[src/rtl/ovl_cycle_sequence_mc_pkg.sv]
// Shared constants and helpers for the multi-channel cycle-sequence checker.
// Imported by the channel core and the aggregating top.
package ovl_cycle_seq_pkg;

    localparam int OVL_SEQ_TRIGGER_ON_MOST         = 0;
    localparam int OVL_SEQ_TRIGGER_ON_FIRST_PIPE   = 1;
    localparam int OVL_SEQ_TRIGGER_ON_FIRST_NOPIPE = 2;

    // Add that clamps to the all-ones value of a w-bit counter.
    function automatic logic [63:0] sat_add(
        input logic [63:0] a,
        input logic [63:0] b,
        input int unsigned w
    );
        logic [64:0] s;
        logic [64:0] lim;
        s   = {1'b0, a} + {1'b0, b};
        lim = (65'd1 << w) - 65'd1;
        return (s > lim) ? lim[63:0] : s[63:0];
    endfunction

endpackage

[src/rtl/ovl_cycle_sequence_mc_if.sv]
// Sampling-side bundle of the cycle-sequence checker: event inputs,
// per-channel fire pulses and aggregate coverage counters.
interface ovl_cycle_sequence_mc_if #(
    parameter int NUM_CKS = 3,
    parameter int NUM_CH  = 4,
    parameter int CNT_W   = 16
);
    logic                      enable;
    logic [NUM_CH*NUM_CKS-1:0] event_sequence;
    logic [NUM_CH-1:0]         fire;
    logic                      fire_any;
    logic [CNT_W-1:0]          seq_started;
    logic [CNT_W-1:0]          seq_completed;
    logic [CNT_W-1:0]          fire_count;

    modport master (
        output enable, event_sequence,
        input  fire, fire_any,
        input  seq_started, seq_completed, fire_count
    );

    modport slave (
        input  enable, event_sequence,
        output fire, fire_any,
        output seq_started, seq_completed, fire_count
    );
endinterface

[src/rtl/ovl_cycle_sequence_mc_channel.sv]
// One channel of the cycle-sequence checker: pending-attempt vector,
// registered fire and per-cycle start/done/fail strobes.
module ovl_cycle_seq_channel
    import ovl_cycle_seq_pkg::*;
#(
    parameter int NUM_CKS = 3,
    parameter int MODE    = OVL_SEQ_TRIGGER_ON_FIRST_PIPE
) (
    input  logic               clk,
    input  logic               reset_n,
    input  logic               en_i,
    input  logic [NUM_CKS-1:0] ev_i,
    output logic               fire_o,
    output logic               start_o,
    output logic               done_o,
    output logic               fail_o
);
    logic [NUM_CKS-1:1] pend_q;
    logic [NUM_CKS-1:1] pend_d;
    logic [NUM_CKS-1:1] miss;
    logic [NUM_CKS:1]   nxt;
    logic               fire_q;
    logic               start_d;
    logic               fail_d;

    // nxt[k] = attempt reaching stage k this cycle; nxt[NUM_CKS] = completion.
    always_comb begin
        nxt    = '0;
        miss   = '0;
        nxt[1] = ev_i[NUM_CKS-1];
        if (MODE == OVL_SEQ_TRIGGER_ON_FIRST_NOPIPE && (|pend_q))
            nxt[1] = 1'b0;
        for (int k = 1; k < NUM_CKS; k++) begin
            nxt[k+1] = pend_q[k] & ev_i[NUM_CKS-1-k];
            miss[k]  = pend_q[k] & ~ev_i[NUM_CKS-1-k];
        end
        // Trigger-on-most only checks the final step; earlier gaps drop silently.
        if (MODE == OVL_SEQ_TRIGGER_ON_MOST) begin
            start_d = nxt[NUM_CKS-1];
            fail_d  = miss[NUM_CKS-1];
        end else begin
            start_d = nxt[1];
            fail_d  = |miss;
        end
        pend_d  = en_i ? nxt[NUM_CKS-1:1] : '0;
        start_o = en_i & start_d;
        done_o  = en_i & nxt[NUM_CKS];
        fail_o  = en_i & fail_d;
    end

    always_ff @(posedge clk or negedge reset_n) begin
        if (!reset_n) begin
            pend_q <= '0;
            fire_q <= 1'b0;
        end else begin
            pend_q <= pend_d;
            fire_q <= fail_o;
        end
    end

    assign fire_o = fire_q;

endmodule

[src/rtl/ovl_cycle_sequence_mc.sv]
// Multi-channel cycle-sequence checker: NUM_CH channel cores plus
// saturating popcount counters for starts, completions and fires.
module ovl_cycle_sequence_mc
    import ovl_cycle_seq_pkg::*;
#(
    parameter int NUM_CKS = 3,
    parameter int NUM_CH  = 4,
    parameter int MODE    = OVL_SEQ_TRIGGER_ON_FIRST_PIPE,
    parameter int CNT_W   = 16
) (
    input logic                    clk,
    input logic                    reset_n,
    ovl_cycle_sequence_mc_if.slave bus
);
    if (NUM_CKS < 2 || NUM_CKS > 32) begin : g_bad_cks
        $error("NUM_CKS must be 2..32");
    end
    if (NUM_CH < 1 || NUM_CH > 16) begin : g_bad_ch
        $error("NUM_CH must be 1..16");
    end
    if (MODE < 0 || MODE > 2) begin : g_bad_mode
        $error("MODE must be 0..2");
    end
    if (CNT_W < 1 || CNT_W > 63) begin : g_bad_cnt
        $error("CNT_W must be 1..63");
    end

    logic [NUM_CH-1:0] start_v;
    logic [NUM_CH-1:0] done_v;
    logic [NUM_CH-1:0] fail_v;
    logic [NUM_CH-1:0] fire_v;
    logic [CNT_W-1:0]  st_q, st_d;
    logic [CNT_W-1:0]  cm_q, cm_d;
    logic [CNT_W-1:0]  fc_q, fc_d;
    logic              fire_any_q;

    for (genvar c = 0; c < NUM_CH; c++) begin : g_ch
        ovl_cycle_seq_channel #(
            .NUM_CKS (NUM_CKS),
            .MODE    (MODE)
        ) u_ch (
            .clk     (clk),
            .reset_n (reset_n),
            .en_i    (bus.enable),
            .ev_i    (bus.event_sequence[c*NUM_CKS +: NUM_CKS]),
            .fire_o  (fire_v[c]),
            .start_o (start_v[c]),
            .done_o  (done_v[c]),
            .fail_o  (fail_v[c])
        );
    end

    always_comb begin
        st_d = CNT_W'(sat_add(64'(st_q), 64'($countones(start_v)), CNT_W));
        cm_d = CNT_W'(sat_add(64'(cm_q), 64'($countones(done_v)), CNT_W));
        fc_d = CNT_W'(sat_add(64'(fc_q), 64'($countones(fail_v)), CNT_W));
    end

    always_ff @(posedge clk or negedge reset_n) begin
        if (!reset_n) begin
            st_q       <= '0;
            cm_q       <= '0;
            fc_q       <= '0;
            fire_any_q <= 1'b0;
        end else begin
            st_q       <= st_d;
            cm_q       <= cm_d;
            fc_q       <= fc_d;
            fire_any_q <= |fail_v;
        end
    end

    assign bus.fire          = fire_v;
    assign bus.fire_any      = fire_any_q;
    assign bus.seq_started   = st_q;
    assign bus.seq_completed = cm_q;
    assign bus.fire_count    = fc_q;

endmodule

[src/flat_wrapper.sv]
// flat-port wrapper written by rule: the top's interface ports become plain ports
module ovl_cycle_sequence_mc_flat import ovl_cycle_seq_pkg::*;
#(
    parameter int NUM_CKS = 3,
    parameter int NUM_CH  = 4,
    parameter int MODE    = OVL_SEQ_TRIGGER_ON_FIRST_PIPE,
    parameter int CNT_W   = 16
)
  (clk, reset_n, bus_enable, bus_event_sequence, bus_fire, bus_fire_any, bus_seq_started, bus_seq_completed, bus_fire_count);
  ovl_cycle_sequence_mc_if #(.NUM_CKS(NUM_CKS), .NUM_CH(NUM_CH), .CNT_W(CNT_W)) bus_i ();
  input logic clk;
  input logic reset_n;
  input wire logic [$bits(bus_i.enable)-1:0] bus_enable;
  input wire logic [$bits(bus_i.event_sequence)-1:0] bus_event_sequence;
  output wire logic [$bits(bus_i.fire)-1:0] bus_fire;
  output wire logic [$bits(bus_i.fire_any)-1:0] bus_fire_any;
  output wire logic [$bits(bus_i.seq_started)-1:0] bus_seq_started;
  output wire logic [$bits(bus_i.seq_completed)-1:0] bus_seq_completed;
  output wire logic [$bits(bus_i.fire_count)-1:0] bus_fire_count;
  assign bus_i.enable = bus_enable;
  assign bus_i.event_sequence = bus_event_sequence;
  assign bus_fire = bus_i.fire;
  assign bus_fire_any = bus_i.fire_any;
  assign bus_seq_started = bus_i.seq_started;
  assign bus_seq_completed = bus_i.seq_completed;
  assign bus_fire_count = bus_i.fire_count;
  ovl_cycle_sequence_mc #(.NUM_CKS(NUM_CKS), .NUM_CH(NUM_CH), .MODE(MODE), .CNT_W(CNT_W)) u_core (.clk(clk), .reset_n(reset_n), .bus(bus_i));
endmodule
[config.mk]
export PLATFORM = sky130hd
export DESIGN_NAME = ovl_cycle_sequence_mc_flat
export DESIGN_NICKNAME = d
export VERILOG_FILES = /design/src/rtl/ovl_cycle_sequence_mc_pkg.sv /design/src/rtl/ovl_cycle_sequence_mc_if.sv /design/src/rtl/ovl_cycle_sequence_mc_channel.sv /design/src/rtl/ovl_cycle_sequence_mc.sv /design/src/flat_wrapper.sv
export SDC_FILE = /design/constraint.sdc
export NUM_CORES = 1
export LEC_CHECK = 0
export BUFFER_PORTS_ARGS = -buffer_cell sky130_fd_sc_hd__buf_4
export CAP_MARGIN = 25
export CORE_ASPECT_RATIO = 0.9
export CORE_MARGIN = 10
export CORE_UTILIZATION = 59
export CTS_CLUSTER_SIZE = 28
export DETAILED_ROUTE_END_ITERATION = 8
export PLACE_DENSITY_LB_ADDON = 0.1
export RECOVER_POWER = 50
export SYNTH_ARGS = -nofsm -noshare
export SYNTH_HDL_FRONTEND = slang
export SYNTH_SLANG_ARGS = --single-unit
export TNS_END_PERCENT = 100
[constraint.sdc]
create_clock -name clk -period 7.8 [get_ports clk]
set_input_delay 0.78 -clock clk [delete_from_list [all_inputs] [get_ports clk]]
set_output_delay 0.78 -clock clk [all_outputs]
set_load 0.005 [all_outputs]
# [Word level (Yosys, flattened, before mapping)]
# Cells that the tools add are included.
[totals] input_bits=15 out_inout_bits=53 word_cells=75 ff_bits=61
[classes] reduce_logical=5 mux=7 add_sub_neg=12 order_cmp=3 bitwise_logic=36
[op_table] operator="$add A16 B64 Y65" n=3
[op_table] operator="$gt A65 B16 Y1 const B" n=3
[op_table] operator="$add A32 B32 Y32" n=3
[op_table] operator="$mux W16" n=3
[op_table] operator="$and A1 B1 Y1" n=28
[op_table] operator="$add A1 B1 Y2" n=6
[op_table] operator="$mux W2" n=4
[op_table] operator="$not A1 Y1" n=8
[op_table] operator="$reduce_or A2 Y1" n=4
[op_table] operator="$reduce_or A4 Y1" n=1

# [Depth between registers and ports, before layout]
# Gate-level depths: netlist of the first run.
[depth] word_depth=9 mapped_depth=13 ltp_nobuf=12

# [By module]
# Synthesis of the first run repeated with hierarchy kept, for this count alone.
[hier_totals] cells_unflattened=288 area_unflattened_um2=3080.5
[modules_own_cells] mod="ovl_cycle_sequence_mc" seq_area_each_um2=1226.2 n_inst=1 cells_per_inst=252 area_per_inst_um2=2605.0
[modules_own_cells] mod="ovl_cycle_seq_channel" seq_area_each_um2=75.1 n_inst=4 cells_per_inst=9 area_per_inst_um2=118.9

# [Least setup slack after synthesis of the first run]
# Ideal clock, no wire load.
[synth_timing] kind="input to register" startpoint="in bus_enable" endpoint="reg u_core.cm_q[13], in the netlist u_core.bus.seq_completed[13]" t_required_ps=7734 n_path_buf=2 path_slack_ps=4221 arrival_time_ps=3513 setup_ps=66 path_stages=12 cell_sequence="clkbuf_1 -> and3_1 -> ha_1 -> ha_1 -> fa_1 -> inv_1 -> fa_1 -> and2b_1 -> o211ai_4 -> or3_4 -> buf_6 -> nand3_2"
[synth_between] elab_chain_len=6 word_cells_on_any_way=10 classes_between="4 x add/sub; 1 x order compare; 1 x mux; 4 x bitwise"
[synth_lines] element="start, declared" line="flat_wrapper.sv:13" source="input wire logic [$bits(bus_i.enable)-1:0] bus_enable;"
[synth_lines] element="$and A1 B1 Y1" line="ovl_cycle_sequence_mc_channel.sv:47" source="done_o = en_i & nxt[NUM_CKS];"
[synth_lines] element="$add A1 B1 Y2 (not written as such)" line="ovl_cycle_sequence_mc.sv:55" source="cm_d = CNT_W'(sat_add(64'(cm_q), 64'($countones(done_v)), CNT_W));"
[synth_lines] element="$add A32 B32 Y32 (not written as such) *" line="ovl_cycle_sequence_mc.sv:55"
[synth_lines] element="$add A16 B64 Y65 *" line="ovl_cycle_sequence_mc_pkg.sv:17" source="s = {1'b0, a} + {1'b0, b};"
[synth_lines] element="$gt A65 B16 Y1" line="ovl_cycle_sequence_mc_pkg.sv:19" source="return (s > lim) ? lim[63:0] : s[63:0];"
[synth_lines] element="$mux W16 *" line="ovl_cycle_sequence_mc_pkg.sv:19"
[synth_lines] element="via u_core.cm_d[13]" line="ovl_cycle_sequence_mc.sv:33" source="logic [CNT_W-1:0] cm_q, cm_d;"
[synth_lines] element="end signal, assigned" line="ovl_cycle_sequence_mc.sv:67" source="cm_q <= cm_d;"
[synth_lines] element="end, declared" line="ovl_cycle_sequence_mc.sv:33"
# Mark *: on every way through the listed nets, which the timed path passes. The rest lies on a longest branch.

# [Worst setup path after layout of the first run]
[layout_timing] startpoint="in bus_enable" endpoint="reg u_core.st_q[6], in the netlist u_core.bus.seq_started[6]"
[layout_between] elab_chain_len=6 word_cells_on_any_way=10 classes_between="4 x add/sub; 1 x order compare; 1 x mux; 4 x bitwise"
[layout_lines] element="$and A1 B1 Y1" line="ovl_cycle_sequence_mc_channel.sv:46" source="start_o = en_i & start_d;"
[layout_lines] element="$add A1 B1 Y2 (not written as such)" line="ovl_cycle_sequence_mc.sv:54" source="st_d = CNT_W'(sat_add(64'(st_q), 64'($countones(start_v)), CNT_W));"
[layout_lines] element="$add A32 B32 Y32 (not written as such) *" line="ovl_cycle_sequence_mc.sv:54"
[layout_lines] element="$add A16 B64 Y65 *" line="ovl_cycle_sequence_mc_pkg.sv:17"
[layout_lines] element="$gt A65 B16 Y1" line="ovl_cycle_sequence_mc_pkg.sv:19"
[layout_lines] element="$mux W16 *" line="ovl_cycle_sequence_mc_pkg.sv:19"
[layout_lines] element="via u_core.st_d[6]" line="ovl_cycle_sequence_mc.sv:32" source="logic [CNT_W-1:0] st_q, st_d;"
[layout_lines] element="end signal, assigned" line="ovl_cycle_sequence_mc.sv:66" source="st_q <= st_d;"
[layout_lines] element="end, declared" line="ovl_cycle_sequence_mc.sv:32"
# Marks and branches as above.

==> load_flow_metrics.sql, run 1 <==
INSERT INTO impl_metrics (metric_group, metric, value, unit) VALUES
('run_status', 'run_status', 'finished with violations', ''),
('run_status', 'violations', 'capacitance limit, slew limit', ''),
('drt', 'drtPass1Iterations', '4', ''),
('synthesis', 'netlist_area', '3280', 'um^2'),
('sta', 'rsz0062_at_grt', 'no', ''),
('floorplanning', 'floorplan.die.width', '98.6', 'um'),
('grt', 'first_global_vias', '2580', ''),
('floorplanning', 'coreArea', '5320', 'um^2'),
('synthesis', 'async_flop_share', '100', '%'),
('power_and_ir_drop', 'sw_frac_of_total', '29.5', '%'),
('worst_setup_path', 'timing.reg2reg.setup_slack', '4.34', 'ns'),
('worst_setup_path', 'timing.critical_path.required', '7.98', 'ns'),
('clock_tree', 'clock-sinks', '61', ''),
('grt', 'remaining_overflow_grt', '0', ''),
('floorplanning', 'die-height', '90.7', 'um'),
('synthesis', 'synth_enable_flop_cells', '0', ''),
('drt', 'post_route_drc', '0', ''),
('clock_tree', 'cts_setup_buffers', '0', ''),
('floorplanning', 'top_level_ports', '68', ''),
('synthesis', 'seq_area_frac_synth', '46.6', '%'),
('synthesis', 'syn_inst', '315', ''),
('synthesis', 'yosys_register_bits', '61', ''),
('drt', 'dr_wl_met2', '3460', 'um'),
('grt', 'groute.usage.overall', '16.6', '%'),
('grt', 'grt_pass1_wl', '12400', 'um'),
('synthesis', 'syn_area_per_cell', '10.4', 'um^2'),
('drt', 'routed_wire_length_per_instance', '15.7', 'um'),
('drt', 'routed.top_layer', 'met4', ''),
('synthesis', 'netlist-cell-type-count', '49', ''),
('worst_setup_path', 'startpoint_type', 'input port', ''),
('clock_tree', 'postCtsResizedCells', '0', ''),
('synthesis', 'synthesis.yosys.warnings', '0', ''),
('clock_tree', 'cts_root_buf', 'clkbuf_8', ''),
('clock_tree', 'tritoncts.num_buffers', '9', ''),
('clock_tree', 'clk-insertion-delay-late', '0.33', 'ns'),
('finish', 'num_antenna_cells', '0', ''),
('power_and_ir_drop', 'pwr-share-seq', '46.1', '%'),
('drt', 'dr_total_vias', '2527', ''),
('power_and_ir_drop', 'power.share.clock', '29.6', '%'),
('sta', 'max_clock_freq', '260', 'MHz'),
('worst_setup_path', 'crit_start', 'bus_enable', ''),
('power_and_ir_drop', 'leakage', '2.08', 'nW'),
('sta', 'timing.setup.tns', '0', 'ns'),
('sta', 'hold_viol', '0', ''),
('drt', 'detail_route.vias_per_cell', '5.57', ''),
('floorplanning', 'number_of_core_rows', '25', ''),
('worst_setup_path', 'cp-endpoint', 'u_core.bus.seq_started[6]$_DFF_PN0_', ''),
('synthesis', 'postSynth.topFlopCell', 'dfrtp_1', ''),
('place', 'dp.final_hpwl', '5350', 'um'),
('drt', 'm1WireLength', '3160', 'um'),
('power_and_ir_drop', 'power-per-cell-area', '230', 'nW/um^2'),
('sta', 'final.setup_skew', '0.00819', 'ns'),
('sta', 'slew_viol_final', '62', ''),
('hold_path', 'min_path_type', 'register to register', ''),
('power_and_ir_drop', 'combinational_power_share', '24.3', '%'),
('drt', 'route.antenna.remaining_nets', '0', ''),
('sta', 'period_minus_slack', '3.85', 'ns'),
('worst_setup_path', 'reg2reg_depth', '12', ''),
('grt', 'initial_antenna_violation_count', '0', ''),
('worst_setup_path', 'worst_setup_path_end_kind', 'register', ''),
('synthesis', 'syn_nets', '356', ''),
('run', 'max_cap_viol_count', '1', ''),
('floorplanning', 'die_area', '8940', 'um^2'),
('finish', 'areaGrowthSynthToFinish', '21.1', '%'),
('sta', 'report.final.setup_viol', '0', ''),
('place', 'globalplace.congestion', '0.840', ''),
('finish', 'post_route_cells_drive_above_1_share', '23.3', '%'),
('clock_tree', 'cts-htree-levels', '3', ''),
('drt', 'total_wirelength', '7120', 'um'),
('worst_setup_path', 'arrival', '4.03', 'ns'),
('finish', 'post-route-util', '74.6', '%');
[kinds of logic after synthesis]
kind of cell,Yosys count,share of synthesized area (%)
multiplexers,5,1.72
buffers and inverters,31,4.77
adder cells (fa/ha/maj),26,11.3
flip-flops,61,46.6
AND/OR/NAND/NOR,123,20.5
AO/OA/AOI/OAI,47,9.31
XOR/XNOR,22,5.88
[power by group through the flow]
stage               sequential [mW]  clock, mW  combinational, mW
floorplan                     0.421          0              0.110
global placement              0.425          0              0.222
detailed placement            0.428          0              0.230
CTS                           0.423      0.274              0.233
global route                  0.431      0.294              0.256
finish                        0.421      0.271              0.222
[cells in the final DEF (no fill, tap or decap), types with 5 or more instances in the layout]
cell and n:
clkbuf_8 14, nand2_1 42, buf_4 52, o21ai_0 12, xnor2_1 13, dfrtp_1 61, ha_1 20, xor2_1 9
a21oi_1 11, fa_1 6, inv_1 21, nand4_1 6, nand3_1 18, mux2_2 5, nor2_1 6, clkbuf_4 11
and3_1 13
[flip-flops by register name (all words and copies together) (netlist names)]
signal,count
u_core.bus.fire_any,1
u_core.bus.seq_started,16
u_core.g_ch.u_ch.fire_o,4
u_core.bus.seq_completed,16
u_core.bus.fire_count,16
u_core.g_ch.u_ch.pend_q,8
[stage by stage]
| stage | setup WS (ns) | area [um^2] | std cells | power, mW | hold WS (ns) |
|---|---|---|---|---|---|
| 2_1_floorplan | 4.22 | 3280 | 315 | 0.531 | 0.484 |
| 3_3_place_gp | 3.98 | 3790 | 439 | 0.646 | 0.498 |
| 3_5_place_dp | 3.85 | 3790 | 439 | 0.658 | 0.502 |
| 4_1_cts | 4.19 | 3980 | 454 | 0.930 | 0.508 |
| 5_1_grt | 3.69 | 3970 | 454 | 0.981 | 0.537 |
| 6_report | 3.95 | 3970 | 454 | 0.914 | 0.511 |
[area by class of cell]
| class | instances | area (um^2) |
|---|---|---|
| multi-input cells | 223 | 1600 |
| flip-flops and latches | 61 | 1530 |
| fillers | 379 | 1350 |
| repair buffers | 67 | 488 |
| clock buffers | 15 | 196 |
| well taps | 67 | 83.8 |
| inverters | 21 | 78.8 |
[layer usage]
metal | up-vias | GRT usage, %
met2 | 56 | 26.5
met1 | 1220 | 20.0
met4 | 0 | 5.37
li1 | 1239 | -
met3 | 12 | 6.58
met5 | - | 0
[synth_stat cells (3+ instances only)]
cell       number  area (um^2)
buf_6           3         33.8
and2_1          5         31.3
o22ai_1         4         25.0
nor2_1          6         22.5
o21ai_0        12         60.1
xnor2_1        13          114
a21oi_1        11         55.1
nand3_1        18         90.1
inv_1          21         78.8
and3_1         13         81.3
nor3_1          4         20.0
nand4_1         6         37.5
xor2_1          9         78.8
fa_1            6          120
a31oi_1         3         18.8
dfrtp_1        61         1530
nor2b_1         4         25.0
nand2_1        42          158
mux2_2          5         56.3
nand2b_1        4         25.0
ha_1           20          250
a211oi_1        3         22.5
o2111ai_1       3         26.3
buf_4           4         30.0
[how the worst min path moves through the flow]
stage / start / end / slack [ns] / depth (start not counted)
floorplan: reset_n / u_core.bus.fire_any$_DFF_PN0_ / 0.48 / 0
finish: u_core.g_ch[2].u_ch.pend_q[1]$_DFF_PN0_ / u_core.g_ch[2].u_ch.pend_q[2]$_DFF_PN0_ / 0.51 / 1
global placement: u_core.g_ch[2].u_ch.pend_q[1]$_DFF_PN0_ / u_core.g_ch[2].u_ch.pend_q[2]$_DFF_PN0_ / 0.50 / 1
detailed placement: u_core.g_ch[2].u_ch.pend_q[1]$_DFF_PN0_ / u_core.g_ch[2].u_ch.pend_q[2]$_DFF_PN0_ / 0.50 / 1
global route: u_core.g_ch[1].u_ch.pend_q[1]$_DFF_PN0_ / u_core.g_ch[1].u_ch.pend_q[2]$_DFF_PN0_ / 0.54 / 1
CTS: u_core.g_ch[2].u_ch.pend_q[1]$_DFF_PN0_ / u_core.g_ch[2].u_ch.pend_q[2]$_DFF_PN0_ / 0.51 / 1
[critical path, stage by stage]
cell and delay [ns]:
clkbuf_1 0.40, and2_0 0.27, ha_1 0.25, ha_1 0.20, fa_1 0.49, fa_1 0.45, a21oi_1 0.45, nor2_1 0.16
nand3_1 0.42, o21ai_0 0.16
Note: power is estimated with default switching activity, not from simulation.
==> run 2, diff against run 1 <==
--- a/config.mk
+++ b/config.mk
@@ -5,11 +5,12 @@
 export SDC_FILE = /design/constraint.sdc
 export NUM_CORES = 1
 export LEC_CHECK = 0
+export ABC_AREA = 1
 export BUFFER_PORTS_ARGS = -buffer_cell sky130_fd_sc_hd__buf_4
 export CAP_MARGIN = 25
 export CORE_ASPECT_RATIO = 0.9
 export CORE_MARGIN = 10
-export CORE_UTILIZATION = 59
+export CORE_UTILIZATION = 51
 export CTS_CLUSTER_SIZE = 28
 export DETAILED_ROUTE_END_ITERATION = 8
 export PLACE_DENSITY_LB_ADDON = 0.1
==> constraint.sdc (replaced) <==
create_clock -name clk -period 3.1 [get_ports clk]
set_input_delay 0.31 -clock clk [delete_from_list [all_inputs] [get_ports clk]]
set_output_delay 0.31 -clock clk [all_outputs]
set_load 0.005 [all_outputs]
==> load_flow_metrics.sql, run 2 <==
INSERT INTO impl_metrics (metric_group, metric, value, unit) VALUES
('floorplanning', 'top_level_ports', '68', ''),
('synthesis', 'synthesized_area_fraction_occupied_by_ao_oa_aoi_and_oai_cells', '3.29', '%'),
('drt', 'detail_route.vias_per_cell', '4.98', ''),
('synthesis', 'async_flop_share', '100', '%'),
('sta', 'layout_worst_path_cycle_share', '95.1', '%'),
('worst_setup_path', 'arrival', '3.17', 'ns'),
('drt', 'route.antenna.remaining_nets', '0', ''),
('clock_tree', 'cts_root_buf', 'clkbuf_8', ''),
('drt', 'routed_wire_length_per_instance', '13.6', 'um'),
('run_status', 'run_status', 'finished with violations', ''),
('worst_setup_path', 'crit_path_max_fanout', '4', ''),
('power_and_ir_drop', 'power-per-cell-area', '545', 'nW/um^2'),
('grt', 'grt_pass1_wl', '14200', 'um'),
('place', 'placed_cells_incl_taps', '628', ''),
('synthesis', 'seq_area_frac_synth', '41.0', '%'),
('clock_tree', 'cts_tree', 'done', ''),
('clock_tree', 'clock_tree.buffer_depth', '2', ''),
('finish', 'post_route_cells_drive_above_1_share', '21.2', '%'),
('synthesis', 'muxShareOfSynthArea', '0', '%'),
('place', 'io_buffers', '67', ''),
('sta', 'slew_viol_final', '62', ''),
('power_and_ir_drop', 'power.ir.vdd_worst', '0.000442', 'V'),
('grt', 'grt_start_max_net_pins', '62', ''),
('sta', 'timing.setup.tns', '0', 'ns'),
('synthesis', 'main_combinational_cell_family_by_area_after_synthesis', 'simple AND/OR/NAND/NOR gates', ''),
('drt', 'total_wirelength', '8790', 'um'),
('synthesis', 'syn_nets', '511', ''),
('drt', 'post_route_drc', '0', ''),
('finish', 'nets', '589', ''),
('floorplanning', 'number_of_core_rows', '29', ''),
('worst_setup_path', 'startpoint_type', 'register', ''),
('floorplanning', 'die-height', '101', 'um'),
('place', 'dp.final_hpwl', '6670', 'um'),
('grt', 'groute.usage.overall', '15.9', '%'),
('floorplanning', 'die_area', '11100', 'um^2'),
('place', 'preCtsSetupSlack', '-0.00664', 'ns'),
('sta', 'timing.slew.headroom', '-1.89', '%'),
('clock_tree', 'tritoncts.num_buffers', '9', ''),
('grt', 'remaining_overflow_grt', '0', ''),
('finish', 'layout.cells.most_common_list', '148 x nand2_1, 74 x inv_1, 61 x dfrtp_1', ''),
('sta', 'report.final.setup_viol', '0', ''),
('run_status', 'violations', 'capacitance limit, slew limit', ''),
('grt', 'first_global_vias', '3129', ''),
('synthesis', 'netlist_top_cells_area', 'dfrtp_1 41%, nand2_1 15%, inv_1 7.5%', ''),
('power_and_ir_drop', 'leakage', '2.52', 'nW'),
('sta', 'hold_ws', '0.196', 'ns'),
('sta', 'hold_viol', '0', ''),
('synthesis', 'yosys.area_share.simple', '33.5', '%'),
('synthesis', 'yosys.cell_count.top_type', 'nand2_1', ''),
('hold_path', 'min_path_type', 'input port to register', ''),
('clock_tree', 'cts-htree-levels', '3', ''),
('synthesis', 'synthesis.yosys.warnings', '0', ''),
('synthesis', 'synth_enable_flop_cells', '0', ''),
('place', 'placed_area', '4320', 'um^2'),
('grt', 'initial_antenna_violation_count', '0', ''),
('sta', 'final.setup_skew', '0.00934', 'ns'),
('clock_tree', 'clock-sinks', '61', ''),
('finish', 'post-route-util', '64.7', '%'),
('sta', 'finalWorstSetupSlack', '0.153', 'ns'),
('worst_setup_path', 'timing.critical_path.required', '3.33', 'ns'),
('synthesis', 'netlist-cell-type-count', '32', ''),
('floorplanning', 'starting_density_of_the_core', '52.6', '%'),
('finish', 'nFillCells', '628', ''),
('run', 'max_cap_viol_count', '1', ''),
('synthesis', 'synthAdderAreaFrac', '9.95', '%'),
('clock_tree', 'worst_setup_hold_path_clk_slew', '0.07', 'ns'),
('sta', 'period_minus_slack', '2.95', 'ns'),
('finish', 'mostFrequentLayoutCell', 'nand2_1', ''),
('drt', 'drtPass1Iterations', '4', ''),
('synthesis', 'synthTopCellsByCount', '148 x nand2_1, 74 x inv_1, 61 x dfrtp_1', ''),
('synthesis', 'syn_area_per_cell', '7.92', 'um^2'),
('sta', 'max_clock_freq', '339', 'MHz'),
('finish', 'final_design_area_no_fill', '4580', 'um^2'),
('worst_setup_path', 'timing_worst_setup_path_type', 'register to register', ''),
('clock_tree', 'clk-insertion-delay-late', '0.34', 'ns'),
('power_and_ir_drop', 'post-layout-total-power', '2.50', 'mW'),
('synthesis', 'post_synthesis_xor_xnor_area_fraction', '3.29', '%'),
('drt', 'dr_total_vias', '3217', ''),
('finish', 'areaGrowthSynthToFinish', '23.0', '%'),
('synthesis', 'netlist_area', '3720', 'um^2'),
('synthesis', 'syn_inst', '470', ''),
('synthesis', 'postSynth.topFlopCell', 'dfrtp_1', ''),
('worst_setup_path', 'worst_setup_path_end_kind', 'register', ''),
('synthesis', 'yosys_register_bits', '61', ''),
('place', 'globalplace.congestion', '0.845', ''),
('floorplanning', 'floorplan.die.width', '110', 'um'),
('sta', 'worst_pin_slew', '1.53', 'ns'),
('synthesis', 'yosys.area.top_type_share', '41.0', '%'),
('floorplanning', 'coreArea', '7080', 'um^2'),
('finish', 'num_antenna_cells', '0', ''),
('synthesis', 'synthDominantAreaCellType', 'dfrtp_1', ''),
('drt', 'drt_first_iter_violations', '140', ''),
('finish', 'cell_count_final_fillers_out', '646', '');
run 2: cell types whose count changed in the layout (fill, tap and decap cells not counted), sizes merged, moves of 5 or more:
cell    previous run  this run
xnor2             13         5
nand3b             0         5
nor2               6        56
inv               21        74
mux2               5         0
nand2             42       154
buf               53        59
and3              13         0
a21oi             11         4
clkbuf            29        23
o21ai             14         9
nand3             20        39
run 2: final timing paths:
path	start	to	slack (ns)	depth (start not counted)
max	u_core.g_ch[3].u_ch.pend_q[2]$_DFF_PN0_	u_core.bus.fire_count[12]$_DFF_PN0_	0.15	14
min	bus_event_sequence[8]	u_core.g_ch[2].u_ch.pend_q[1]$_DFF_PN0_	0.20	3
max reg2reg	u_core.g_ch[3].u_ch.pend_q[2]$_DFF_PN0_	u_core.bus.fire_count[12]$_DFF_PN0_	0.15	14
min reg2reg	u_core.g_ch[2].u_ch.pend_q[1]$_DFF_PN0_	u_core.g_ch[2].u_ch.pend_q[2]$_DFF_PN0_	0.51	2
max in group asynchronous	reset_n	u_core.bus.fire_count[12]$_DFF_PN0_	1.85	1
min in group asynchronous	reset_n	u_core.bus.seq_completed[5]$_DFF_PN0_	0.34	1
run 2: critical path: stages, from the launching register on:
cell and delay, ns:
dfrtp_1 0.36, inv_1 0.04, o22ai_1 0.16, nand2_1 0.10
ha_1 0.31, ha_1 0.21, fa_1 0.51, inv_1 0.07
fa_1 0.42, inv_1 0.10, nand3_2 0.11, nand2_4 0.13
nand3_1 0.13, nor3_2 0.14, nor2_1 0.05
run 2: kinds of logic after synthesis:
family / Yosys count
flops: 61
compound gates: 20
buf+inv: 81
fa+ha+maj: 26
simple gates: 268
xor+xnor: 14
run 2: timing repair:
action	CTS	global route
hold buffers	0	0
gates resized for setup	0	6
setup endpoints to repair	0	19
buffers inserted	0	1
run 2: report_power, final:
group	switching (mW)	internal, mW
combinational	0.346	0.310
clock	0.331	0.448
sequential	0.140	0.922
run 2: cell type report:
cell class	instances	area, um^2	area share (%)
Tap cell	93	116	2.54
Clock inverter	7	90.1	1.97
Sequential cell	61	1530	33.3
Inverter	74	278	6.07
Timing Repair Buffer	73	538	11.7
Multi-Input combinational cell	329	1910	41.6
Clock buffer	9	124	2.70
run 2: routing by layer:
layer / track usage [%] / part of all wire [%] / up-vias
met5: 0 / 0 / -
met4: 4.80 / 1.1 / 0
met3: 4.60 / 8.1 / 10
met2: 26.0 / 48 / 90
met1: 19.7 / 43 / 1500
li1: - / - / 1617
==> run 3, diff against run 2 <==
--- a/config.mk
+++ b/config.mk
@@ -10,7 +10,8 @@
 export CAP_MARGIN = 25
 export CORE_ASPECT_RATIO = 0.9
 export CORE_MARGIN = 10
-export CORE_UTILIZATION = 51
+export CORE_UTILIZATION = 52
+export CTS_BUF_LIST = sky130_fd_sc_hd__clkbuf_4 sky130_fd_sc_hd__clkbuf_8
 export CTS_CLUSTER_SIZE = 28
 export DETAILED_ROUTE_END_ITERATION = 8
 export PLACE_DENSITY_LB_ADDON = 0.1
==> load_flow_metrics.sql, run 3 (same netlist as run 2, synthesis figures left out) <==
INSERT INTO impl_metrics (metric_group, metric, value, unit) VALUES
('floorplanning', 'coreArea', '7000', 'um^2'),
('floorplanning', 'starting_density_of_the_core', '53.2', '%'),
('finish', 'mostFrequentLayoutCell', 'nand2_1', ''),
('floorplanning', 'top_level_ports', '68', ''),
('clock_tree', 'tritoncts.num_buffers', '9', ''),
('run_status', 'violations', 'capacitance limit, slew limit', ''),
('grt', 'remaining_overflow_grt', '0', ''),
('clock_tree', 'cts_tree', 'done', ''),
('sta', 'report.final.setup_viol', '0', ''),
('drt', 'drt_first_iter_violations', '111', ''),
('place', 'io_buffers', '67', ''),
('power_and_ir_drop', 'power-per-cell-area', '537', 'nW/um^2'),
('clock_tree', 'worst_setup_hold_path_clk_slew', '0.07', 'ns'),
('place', 'dp.final_hpwl', '6350', 'um'),
('power_and_ir_drop', 'pwr-share-seq', '43.3', '%'),
('finish', 'post_route_cells_drive_above_1_share', '20.7', '%'),
('sta', 'final.setup_skew', '0.00587', 'ns'),
('power_and_ir_drop', 'leakage', '2.51', 'nW'),
('clock_tree', 'clk-insertion-delay-late', '0.34', 'ns'),
('power_and_ir_drop', 'power.ir.vdd_worst', '0.000302', 'V'),
('worst_setup_path', 'worst_setup_path_end_kind', 'register', ''),
('power_and_ir_drop', 'post-layout-total-power', '2.45', 'mW'),
('grt', 'initial_antenna_violation_count', '0', ''),
('place', 'globalplace.congestion', '0.851', ''),
('sta', 'worst_pin_slew', '1.55', 'ns'),
('finish', 'num_antenna_cells', '0', ''),
('grt', 'grt_pass1_wl', '14200', 'um'),
('clock_tree', 'clock_tree.buffer_depth', '2', ''),
('worst_setup_path', 'crit_path_max_fanout', '6', ''),
('worst_setup_path', 'arrival', '3.20', 'ns'),
('floorplanning', 'die_area', '10900', 'um^2'),
('grt', 'first_global_vias', '3092', ''),
('drt', 'drtPass1Iterations', '4', ''),
('drt', 'routed_wire_length_per_instance', '13.1', 'um'),
('finish', 'ff_latch_area', '1530', 'um^2'),
('worst_setup_path', 'timing_worst_setup_path_type', 'register to register', ''),
('grt', 'groute.usage.overall', '15.9', '%'),
('sta', 'slew_viol_final', '62', ''),
('power_and_ir_drop', 'power.share.clock', '30.3', '%'),
('worst_setup_path', 'timing.critical_path.required', '3.32', 'ns'),
('sta', 'max_clock_freq', '335', 'MHz'),
('power_and_ir_drop', 'sw_frac_of_total', '32.2', '%'),
('floorplanning', 'floorplan.die.width', '109', 'um'),
('clock_tree', 'cts_root_buf', 'clkbuf_8', ''),
('run_status', 'run_status', 'finished with violations', ''),
('floorplanning', 'number_of_core_rows', '29', ''),
('drt', 'detail_route.vias_per_cell', '4.91', ''),
('power_and_ir_drop', 'combinational_power_share', '26.4', '%'),
('finish', 'nFillCells', '585', ''),
('finish', 'layout.cells.most_common_list', '148 x nand2_1, 74 x inv_1, 61 x dfrtp_1', ''),
('sta', 'timing.slew.headroom', '-3.44', '%'),
('finish', 'post-route-util', '65.1', '%'),
('sta', 'layout_worst_path_cycle_share', '96.2', '%'),
('finish', 'nets', '587', ''),
('grt', 'grt_start_max_net_pins', '62', ''),
('drt', 'dr_total_vias', '3163', ''),
('sta', 'period_minus_slack', '2.98', 'ns'),
('drt', 'total_wirelength', '8430', 'um'),
('finish', 'multi_input_comb_area', '1910', 'um^2'),
('drt', 'post_route_drc', '0', ''),
('floorplanning', 'die-height', '100', 'um'),
('clock_tree', 'clock-sinks', '61', ''),
('finish', 'areaGrowthSynthToFinish', '22.5', '%'),
('sta', 'timing.setup.tns', '0', 'ns'),
('run', 'max_cap_viol_count', '1', ''),
('hold_path', 'min_path_type', 'input port to register', ''),
('drt', 'route.antenna.remaining_nets', '0', ''),
('worst_setup_path', 'startpoint_type', 'register', ''),
('power_and_ir_drop', 'intPower', '1.66', 'mW'),
('clock_tree', 'cts-htree-levels', '3', ''),
('sta', 'hold_viol', '0', ''),
('power_and_ir_drop', 'switchingPower', '0.789', 'mW');
## run 3: cell types whose count changed in the layout (fill, tap and decap cells not counted)
cell / previous run / this run
a21oi_4: 1 / 2
clkinvlp_4: 2 / 0
bufinv_16: 2 / 1
buf_4: 59 / 57
nor2_4: 5 / 4
clkbuf_8: 9 / 12
nor2_2: 6 / 7
a21oi_2: 1 / 0
clkbuf_1: 2 / 3
clkbuf_4: 11 / 10
## run 3: worst paths after layout
path / startpoint / end / slack, ns / cells after the start
min reg2reg: u_core.g_ch[1].u_ch.pend_q[1]$_DFF_PN0_ / u_core.g_ch[1].u_ch.pend_q[2]$_DFF_PN0_ / 0.51 / 2
min in group asynchronous: reset_n / u_core.bus.seq_completed[13]$_DFF_PN0_ / 0.33 / 1
max reg2reg: u_core.g_ch[3].u_ch.pend_q[2]$_DFF_PN0_ / u_core.bus.fire_count[12]$_DFF_PN0_ / 0.12 / 14
max: u_core.g_ch[3].u_ch.pend_q[2]$_DFF_PN0_ / u_core.bus.fire_count[12]$_DFF_PN0_ / 0.12 / 14
min: bus_event_sequence[1] / u_core.g_ch[0].u_ch.pend_q[2]$_DFF_PN0_ / 0.20 / 3
max in group asynchronous: reset_n / u_core.bus.fire_count[6]$_DFF_PN0_ / 1.82 / 1
## run 3: power by group through the flow
stage	Combinational [mW]	Sequential, mW	Clock, mW
after floorplan	0.359	1.06	0
after global placement	0.654	1.07	0
after detailed placement	0.666	1.07	0
after CTS	0.670	1.06	0.760
after global routing	0.761	1.08	0.795
final	0.646	1.06	0.742
## run 3: through the flow
step | cells | instance area (um^2) | worst slack (ns) | hold slack [ns]
detailed placement | 625 | 4300 | -0.00778 | 0.449
global route | 644 | 4560 | -0.0260 | 0.190
finish | 644 | 4560 | 0.119 | 0.199
floorplan | 470 | 3720 | 0.155 | 0.0144
global placement | 625 | 4300 | 0.0469 | 0.442
CTS | 641 | 4510 | 0.0470 | 0.0820
## run 3: what timing repair did
action | in CTS | in global routing
resized for setup | 0 | 6
buffers inserted | 0 | 2
setup endpoints to repair | 0 | 16
hold buffers | 0 | 0
hold endpoints to repair | 0 | 0
## run 3: area by class of cell
| type | count | share of cell area, % |
|---|---|---|
| Clock buffer | 12 | 3.62 |
| Timing Repair Buffer | 71 | 11.4 |
| Inverter | 74 | 6.09 |
| Multi-Input combinational cell | 329 | 41.9 |
| Sequential cell | 61 | 33.5 |
| Clock inverter | 4 | 0.988 |
| Tap cell | 93 | 2.55 |
## run 3: layer usage
metal | part of all wire (%) | routed length, um | GRT usage [%]
met2 | 48 | 4080 | 25.5
met4 | 1.3 | 112 | 6.10
met3 | 6.3 | 533 | 5.19
met1 | 44 | 3700 | 19.4
met5 | 0 | 0 | 0
## run 3: worst max-delay path, stage by stage (launching register included)
cell and delay (ns):
dfrtp_1 0.34, inv_1 0.04, o22ai_1 0.16, nand2_1 0.10, ha_1 0.31, ha_1 0.21, fa_1 0.51, inv_1 0.06
fa_1 0.42, inv_1 0.11, nand3_2 0.13, nand2_4 0.15, nand3_1 0.12, nor3_2 0.13, nor2_1 0.06
